[config.mk]
export PLATFORM = sky130hd
export DESIGN_NAME = matmul_job_sched
export DESIGN_NICKNAME = d
export VERILOG_FILES = /design/src/rtl/matmul_job_sched.sv
export SDC_FILE = /design/constraint.sdc
export NUM_CORES = 1
export LEC_CHECK = 0
export CAP_MARGIN = 20
export CORE_ASPECT_RATIO = 0.9
export CORE_MARGIN = 2
export CORE_UTILIZATION = 55
export CTS_BUF_LIST = sky130_fd_sc_hd__clkbuf_8 sky130_fd_sc_hd__clkbuf_16
export DETAILED_ROUTE_END_ITERATION = 12
export PLACE_DENSITY = 0.85
export SLEW_MARGIN = 20
export SYNTH_ARGS = -nofsm -noshare
export SYNTH_HDL_FRONTEND = slang
export SYNTH_SLANG_ARGS = --single-unit
[constraint.sdc]
create_clock -name clk -period 5.4 [get_ports clk]
set_clock_uncertainty 0.1 [all_clocks]
set_input_delay 0.54 -clock clk [delete_from_list [all_inputs] [get_ports clk]]
set_output_delay 0.54 -clock clk [all_outputs]
set_load 0.01 [all_outputs]
[src/rtl/matmul_job_sched.sv]
// Job scheduler for a single matmul engine: buffers descriptors in a FIFO, launches
// them one at a time and reports each completion with its tag and cycle count.
module matmul_job_sched #(
  parameter int          DIM_BITS = 16,
  parameter int          MEM_AW   = 16,
  parameter int          DEPTH    = 4,
  parameter int          TAG_W    = 4,
  parameter int          CNT_W    = 24,
  parameter logic [3:0]  ENG_IDLE = 4'd1
) (
  input  logic                       clk,
  input  logic                       rst,
  input  logic                       job_valid,
  output logic                       job_ready,
  input  logic [MEM_AW-1:0]          job_a_base,
  input  logic [MEM_AW-1:0]          job_b_base,
  input  logic [MEM_AW-1:0]          job_c_base,
  input  logic [DIM_BITS-1:0]        job_a_rows,
  input  logic [DIM_BITS-1:0]        job_a_cols,
  input  logic [DIM_BITS-1:0]        job_b_cols,
  input  logic [DIM_BITS-1:0]        job_a_stride,
  input  logic [DIM_BITS-1:0]        job_b_stride,
  input  logic [DIM_BITS-1:0]        job_c_stride,
  input  logic [TAG_W-1:0]           job_tag,
  output logic [MEM_AW-1:0]          eng_aBASE,
  output logic [MEM_AW-1:0]          eng_bBASE,
  output logic [MEM_AW-1:0]          eng_cBASE,
  output logic [DIM_BITS-1:0]        eng_aROWS,
  output logic [DIM_BITS-1:0]        eng_aCOLS,
  output logic [DIM_BITS-1:0]        eng_bCOLS,
  output logic [DIM_BITS-1:0]        eng_aSTRIDE,
  output logic [DIM_BITS-1:0]        eng_bSTRIDE,
  output logic [DIM_BITS-1:0]        eng_cSTRIDE,
  output logic                       eng_go,
  input  logic                       eng_ret,
  input  logic [3:0]                 eng_state,
  output logic                       done_valid,
  output logic [TAG_W-1:0]           done_tag,
  output logic [CNT_W-1:0]           done_cycles,
  output logic [15:0]                jobs_done,
  output logic [$clog2(DEPTH):0]     fifo_count,
  output logic                       busy
);

  localparam int AW = $clog2(DEPTH);
  localparam int CW = $clog2(DEPTH) + 1;

  typedef struct packed {
    logic [MEM_AW-1:0]   a_base;
    logic [MEM_AW-1:0]   b_base;
    logic [MEM_AW-1:0]   c_base;
    logic [DIM_BITS-1:0] a_rows;
    logic [DIM_BITS-1:0] a_cols;
    logic [DIM_BITS-1:0] b_cols;
    logic [DIM_BITS-1:0] a_stride;
    logic [DIM_BITS-1:0] b_stride;
    logic [DIM_BITS-1:0] c_stride;
    logic [TAG_W-1:0]    tag;
  } job_t;

  typedef enum logic [1:0] {
    S_IDLE   = 2'd0,
    S_LAUNCH = 2'd1,
    S_RUN    = 2'd2
  } state_t;

  job_t             fifo_mem_r [DEPTH];
  logic [AW-1:0]    wr_ptr_r;
  logic [AW-1:0]    rd_ptr_r;
  state_t           state_r;
  state_t           state_nxt_s;
  logic [CNT_W-1:0] cnt_r;
  logic [CNT_W-1:0] cnt_inc_s;
  logic [TAG_W-1:0] run_tag_r;
  logic             ret_q_r;
  job_t             head_s;
  job_t             in_job_s;
  logic             push_s;
  logic             pop_s;
  logic             launch_s;
  logic             zero_done_s;
  logic             run_done_s;
  logic             head_zero_s;
  logic             ret_rise_s;
  logic             fifo_empty_s;
  logic [CW-1:0]    count_nxt_s;

  function automatic logic [CNT_W-1:0] sat_inc(input logic [CNT_W-1:0] v);
    if (v == {CNT_W{1'b1}}) begin
      return v;
    end else begin
      return v + CNT_W'(1'b1);
    end
  endfunction

  assign in_job_s = {job_a_base, job_b_base, job_c_base, job_a_rows, job_a_cols,
                     job_b_cols, job_a_stride, job_b_stride, job_c_stride, job_tag};
  assign head_s       = fifo_mem_r[rd_ptr_r];
  assign fifo_empty_s = (fifo_count == {CW{1'b0}});
  assign push_s       = job_valid && job_ready;
  // A job with no output rows or columns never touches the engine.
  assign head_zero_s  = (head_s.a_rows == {DIM_BITS{1'b0}}) || (head_s.b_cols == {DIM_BITS{1'b0}});
  assign ret_rise_s   = eng_ret && !ret_q_r;
  assign cnt_inc_s    = sat_inc(cnt_r);

  // Scheduler state register
  always_ff @(posedge clk) begin
    if (rst) begin
      state_r <= S_IDLE;
    end else begin
      state_r <= state_nxt_s;
    end
  end

  // Next-state logic
  always_comb begin
    state_nxt_s = state_r;
    case (state_r)
      S_IDLE: begin
        if (!fifo_empty_s && !head_zero_s && (eng_state == ENG_IDLE)) begin
          state_nxt_s = S_LAUNCH;
        end else begin
          state_nxt_s = S_IDLE;
        end
      end
      S_LAUNCH: state_nxt_s = S_RUN;
      S_RUN: begin
        if (ret_rise_s) begin
          state_nxt_s = S_IDLE;
        end else begin
          state_nxt_s = S_RUN;
        end
      end
      default: state_nxt_s = S_IDLE;
    endcase
  end

  // Per-state action strobes
  always_comb begin
    zero_done_s = 1'b0;
    launch_s    = 1'b0;
    run_done_s  = 1'b0;
    case (state_r)
      S_IDLE: begin
        zero_done_s = !fifo_empty_s && head_zero_s;
        launch_s    = !fifo_empty_s && !head_zero_s && (eng_state == ENG_IDLE);
      end
      S_RUN:   run_done_s = ret_rise_s;
      default: run_done_s = 1'b0;
    endcase
    pop_s = zero_done_s || launch_s;
  end

  // Occupancy after this cycle's push/pop
  always_comb begin
    case ({push_s, pop_s})
      2'b10:   count_nxt_s = fifo_count + CW'(1'b1);
      2'b01:   count_nxt_s = fifo_count - CW'(1'b1);
      default: count_nxt_s = fifo_count;
    endcase
  end

  // FIFO storage
  always_ff @(posedge clk) begin
    if (push_s) begin
      fifo_mem_r[wr_ptr_r] <= in_job_s;
    end
  end

  // FIFO pointers and status flags
  always_ff @(posedge clk) begin
    if (rst) begin
      wr_ptr_r   <= {AW{1'b0}};
      rd_ptr_r   <= {AW{1'b0}};
      fifo_count <= {CW{1'b0}};
      job_ready  <= 1'b1;
      busy       <= 1'b0;
    end else begin
      if (push_s) begin
        wr_ptr_r <= wr_ptr_r + AW'(1'b1);
      end
      if (pop_s) begin
        rd_ptr_r <= rd_ptr_r + AW'(1'b1);
      end
      fifo_count <= count_nxt_s;
      job_ready  <= (count_nxt_s != CW'(DEPTH));
      busy       <= (state_nxt_s != S_IDLE) || (count_nxt_s != {CW{1'b0}});
    end
  end

  // Engine launch, cycle counter and completion reporting
  always_ff @(posedge clk) begin
    if (rst) begin
      ret_q_r     <= 1'b1;
      eng_go      <= 1'b0;
      eng_aBASE   <= {MEM_AW{1'b0}};
      eng_bBASE   <= {MEM_AW{1'b0}};
      eng_cBASE   <= {MEM_AW{1'b0}};
      eng_aROWS   <= {DIM_BITS{1'b0}};
      eng_aCOLS   <= {DIM_BITS{1'b0}};
      eng_bCOLS   <= {DIM_BITS{1'b0}};
      eng_aSTRIDE <= {DIM_BITS{1'b0}};
      eng_bSTRIDE <= {DIM_BITS{1'b0}};
      eng_cSTRIDE <= {DIM_BITS{1'b0}};
      run_tag_r   <= {TAG_W{1'b0}};
      cnt_r       <= {CNT_W{1'b0}};
      done_valid  <= 1'b0;
      done_tag    <= {TAG_W{1'b0}};
      done_cycles <= {CNT_W{1'b0}};
      jobs_done   <= 16'd0;
    end else begin
      ret_q_r <= eng_ret;
      eng_go  <= launch_s;
      if (launch_s) begin
        eng_aBASE   <= head_s.a_base;
        eng_bBASE   <= head_s.b_base;
        eng_cBASE   <= head_s.c_base;
        eng_aROWS   <= head_s.a_rows;
        eng_aCOLS   <= head_s.a_cols;
        eng_bCOLS   <= head_s.b_cols;
        eng_aSTRIDE <= head_s.a_stride;
        eng_bSTRIDE <= head_s.b_stride;
        eng_cSTRIDE <= head_s.c_stride;
        run_tag_r   <= head_s.tag;
      end
      // Counter is 0 at launch, 1 after the go cycle, so the reported count
      // is the number of edges from go assertion to the sampled ret rise.
      if (launch_s) begin
        cnt_r <= {CNT_W{1'b0}};
      end else if (state_r != S_IDLE) begin
        cnt_r <= cnt_inc_s;
      end
      done_valid <= zero_done_s || run_done_s;
      if (zero_done_s) begin
        done_tag    <= head_s.tag;
        done_cycles <= {CNT_W{1'b0}};
      end else if (run_done_s) begin
        done_tag    <= run_tag_r;
        done_cycles <= cnt_inc_s;
      end
      if (zero_done_s || run_done_s) begin
        jobs_done <= jobs_done + 16'd1;
      end
    end
  end

endmodule

-- After elaboration in Yosys (flattened, before gate mapping)
Memory sizes are Yosys's and may differ from the RTL's. A register that Yosys moved wholly into a read port is not among the register bits.
Cells that the tools add are included.
- memory bits (writable): 592
- memories kept: 1
- flip-flop bits (word level): 230
- memories (name ; depth ; bits a word ; rd ports ; clocked after Yosys merged registers in ; write ports ; line ; RTL):
    fifo_mem_r ; 4 ; 148 ; 1 ; 1 ; 1 ; 67 ; job_t fifo_mem_r [DEPTH];
- add/sub/neg operators: 6
- reduce and logical (&&, ||, !) cells: 22
- mux-type cells: 14
- equal/unequal tests: 7
- operator list (operator ; number):
    $logic_not 16->1 ; 2
    $add 24x1->24 const B ; 1
    $eq 24x24->1 const B ; 1
    $mux 24 ; 1
    $add 16x1->16 const B ; 1
    $mux 4 ; 2
    $mux 1 ; 6
    $mux 2 ; 3
    $pmux 2 s3 ; 1
    $pmux 3 s2 ; 1
    $reduce_bool 2->1 ; 3
    $logic_and 1x1->1 ; 5
    $add 2x1->2 const B ; 2
    $eq 2x1->1 const B ; 2
    $eq 2x2->1 const B ; 2
    $eq 4x1->1 const B ; 1
    $logic_or 1x1->1 ; 4
    $reduce_or 2->1 ; 2
    $add 3x1->3 const B ; 1
    $logic_not 1->1 ; 3
    $logic_not 3->1 ; 1
    $ne 3x3->1 const B ; 1
    $reduce_bool 3->1 ; 1
    $sub 3x1->3 const B ; 1
    $logic_not 2->1 ; 1

-- Longest topological paths before layout
- depth in word-level cells: 11
- mapped depth: 14

-- Worst setup path after synthesis
No wires, ideal clock.
- path type: input to register
- from: input port job_valid
- to: memory fifo_mem_r[0][0] (netlist bit) (enable)
- arrival: 3987 ps
- library setup time: 526 ps
- buffers on the path: 0
- path slack: 786 ps
- stages: 1
- cell sequence: and3_1
- longest elaborated chain between the ends: 3
- ends and longest elaborated chain (element ; line ; RTL):
    from (decl) ; 13 ; input logic job_valid,
    $logic_and 1x1->1 ; 100 ; assign push_s = job_valid && job_ready;
    $mux 1 ; 165 ; if (push_s) begin
    $mux 1 (not written as such) ; 166 ; fifo_mem_r[wr_ptr_r] <= in_job_s;
    to (decl) ; 67 ;
No other way between the ends.

==> impl_metrics.py <==
metrics = {
    "sta": {
        "relSlewSlack_pct": 32.89,
        "worst_pin_slew_ps": 1007,
        "slew_viol_final": 0,
        "fin_crit_sh_pct": 83.39,
        "max_freq_ghz": 0.2221,
        "final.setup.tns_ps": 0,
        "holdWs_ps": 373.1,
        "setup_viol": 0,
        "period_minus_slack_ps": 4503,
        "rsz0062_at_grt": "no",
        "finalHoldViolCount": 0,
    },
    "clock_network": {
        "insertion_delay_ps": 620,
        "cts_buffers": 80,
        "cts_tree": "yes",
        "cts_resized": 0,
        "clock_path_buffers": 3,
        "clock_sinks": 824,
        "hold_buffers": 0,
        "cts_root_buf": "clkbuf_16",
        "clk_pin_slew_ps": 60,
        "postCtsSetupBuffers": 0,
        "cts_max_level": 3,
    },
    "global_route": {
        "track_usage_pct": 23.18,
        "grt_max_degree": 107,
        "first_global_vias": 17510,
        "antenna_found_initial": 12,
        "grt_pass1_wl_mm": 101.3,
        "gr-total-overflow": 0,
    },
    "placement": {
        "place_hpwl_mm": 39.89,
        "finalWeightedCongestion": 0.8130,
        "port_buffers": 350,
        "place_area_um2": 34920,
        "dp.cells": 2753,
    },
    "setup_path": {
        "critPathCaptureType": "flop",
        "crit_path_max_fanout": 37,
        "slowest_delay_ps": 830,
        "crit_family": "simple AND/OR/NAND/NOR gates",
        "slowest_stage": "dfxtp_4",
        "startpoint_type": "flop",
        "path_class": "reg2reg",
        "worst_ep_arrival_time_ps": 4930,
        "crit_required_ps": 5830,
        "cp_cell_sequence": "mux4_2, nor4_1, nand4_1, a31oi_1, ha_1, inv_1, fa_1, nor2b_1, mux2_2, a41oi_1",
        "cp_num_buf_inv": 1,
    },
    "run_status": {
        "outcome": "finished, final reports clean",
    },
    "finish": {
        "final_cell_mix": "592 x edfxtp_1, 349 x clkdlybuf4s50_1, 236 x nor2_1, 230 x dfxtp_1, 156 x mux2i_1",
        "fin_cells": 2910,
        "drive_gt1_share_pct": 14.47,
        "stdcell_area_um2": 37670,
        "num-nets-final": 2286,
        "multi_input_area_um2": 7819,
        "layout_commonest_cell": "edfxtp_1",
        "syn_to_final_growth_pct": 22.90,
        "nFillCells": 3472,
        "ff_latch_area_um2": 22430,
    },
    "floorplan": {
        "die_h_um": 228.0,
        "std_cell_rows": 82,
        "coreArea_um2": 55400,
        "start_util_pct": 55.33,
        "ios": 351,
        "dieArea_um2": 57640,
        "dieWidth_um": 252.9,
    },
    "synthesis": {
        "synthCells": 1761,
        "syn_area_per_cell_um2": 17.41,
        "synth_seq_cells": 824,
        "synthArstFlopShare_pct": 0,
        "yosys_warnings": 0,
        "synth_flop_cell": "edfxtp_1",
        "ys_types": 52,
        "synth_area_um2": 30650,
        "syn-num-nets": 1925,
        "synth_edf_count": 592,
        "yosysSeqAreaShare_pct": 73.15,
    },
    "drt": {
        "firstDrtPassIters": 7,
        "drtIter0Drc": 1114,
        "vias": 16680,
        "drcViolationCount": 0,
        "ant_nets": 0,
        "viasPerCell": 5.733,
        "wirelength_mm": 65.93,
        "avgRoutedWirePerCell_um": 22.66,
    },
    "power_and_ir_drop": {
        "ir_worst_vdd_mv": 0.4493,
        "power_density_nw_per_um2": 356.2,
        "p_leak_nw": 13.28,
    },
    "flow_run": {
        "max_cap_viol_count": 0,
    },
    "min_path": {
        "min_path_type": "in2reg",
    },
}
## power breakdown
part           internal, mW  total [mW]  switching (mW)
clock                  3.29        5.61            2.32
sequential             7.04        7.11          0.0727
combinational         0.329       0.698           0.369
total                  10.7        13.4            2.76
## layout make-up
type                       count  area share, %
sequential                   824          59.54
multi-input combinational    835          20.75
timing repair buffer         373          10.01
clock buffer                  94          5.915
tap                          714          2.371
clock inverter                56          1.292
inverter                       8        0.07971
antenna                        6        0.03985
## Yosys cell counts, drive strengths merged, types with 2 or more instances
library cell	n	share of area, %
inv	7	0.086
and2	5	0.10
nor2	236	2.9
o22ai	5	0.10
o311ai	3	0.086
nor2b	13	0.27
ha	7	0.29
o21ai	5	0.094
nor4	10	0.20
dfxtp	232	15
nand4	9	0.18
a311oi	2	0.057
clkbuf	64	0.78
or2	2	0.041
o41ai	2	0.082
a31oi	5	0.10
a21oi	6	0.098
nand3b	2	0.049
edfxtp	592	58
and4	6	0.17
nand2	54	0.66
nor3b	4	0.098
mux4	148	11
xor2	23	0.66
and3	13	0.27
buf	30	0.60
nor3	15	0.24
a2111oi	2	0.082
xnor2	27	0.77
mux2	10	0.37
or3	4	0.082
a211oi	23	0.56
mux2i	156	5.1
nand3	27	0.44
nand4b	3	0.086
## stage by stage
| stage | utilization (%) | setup WS (ps) | total power, mW |
|---|---|---|---|
| global placement | 63.02 | 942.2 | 7.902 |
| CTS | 67.92 | 773.8 | 13.53 |
| finish | 68.00 | 897.0 | 13.42 |
| detailed placement | 63.02 | 757.1 | 7.949 |
| global route | 67.99 | 599.6 | 13.82 |
| floorplan | - | 786.4 | 7.615 |
## final timing paths
check / startpoint / end / slack, ps / cells after the start
max: flop / busy / 900 / 10
min: rst / done_valid / 370 / 2
max reg2reg: flop / busy / 900 / 10
min reg2reg: done_cycles[2] / done_cycles[2] / 380 / 2
## cell families (layout without fill, tap and decap cells)
logic type / Yosys count / count (layout) / share of synthesized area [%]
multiplexers: 314 / 314 / 16.34
flip-flops: 824 / 824 / 73.15
AND/OR/NAND/NOR: 405 / 405 / 5.845
buffers and inverters: 102 / 531 / 1.486
adder cells (fa/ha/maj): 8 / 8 / 0.3510
XOR/XNOR: 50 / 50 / 1.429
other: 0 / 6 / 0
AO/OA/AOI/OAI: 58 / 58 / 1.408
## flip-flops by register name (all words and copies together) (netlist names), 16 cells and up, named ones only
register,flops
cnt_r,24
done_cycles,24
eng_aBASE,16
eng_aCOLS,16
eng_aROWS,16
eng_aSTRIDE,16
eng_bBASE,16
eng_bCOLS,16
eng_bSTRIDE,16
eng_cBASE,16
eng_cSTRIDE,16
fifo_mem_r,592
jobs_done,16
## metal layers
| metal | global-route usage (%) | wire length [um] |
|---|---|---|
| met3 | 6.538 | 4999 |
| met4 | 8.672 | 2179 |
| met5 | 0 | 71 |
| met2 | 37.85 | 32710 |
| met1 | 29.76 | 25960 |
No activity file was read; power rests on OpenSTA's default activity.
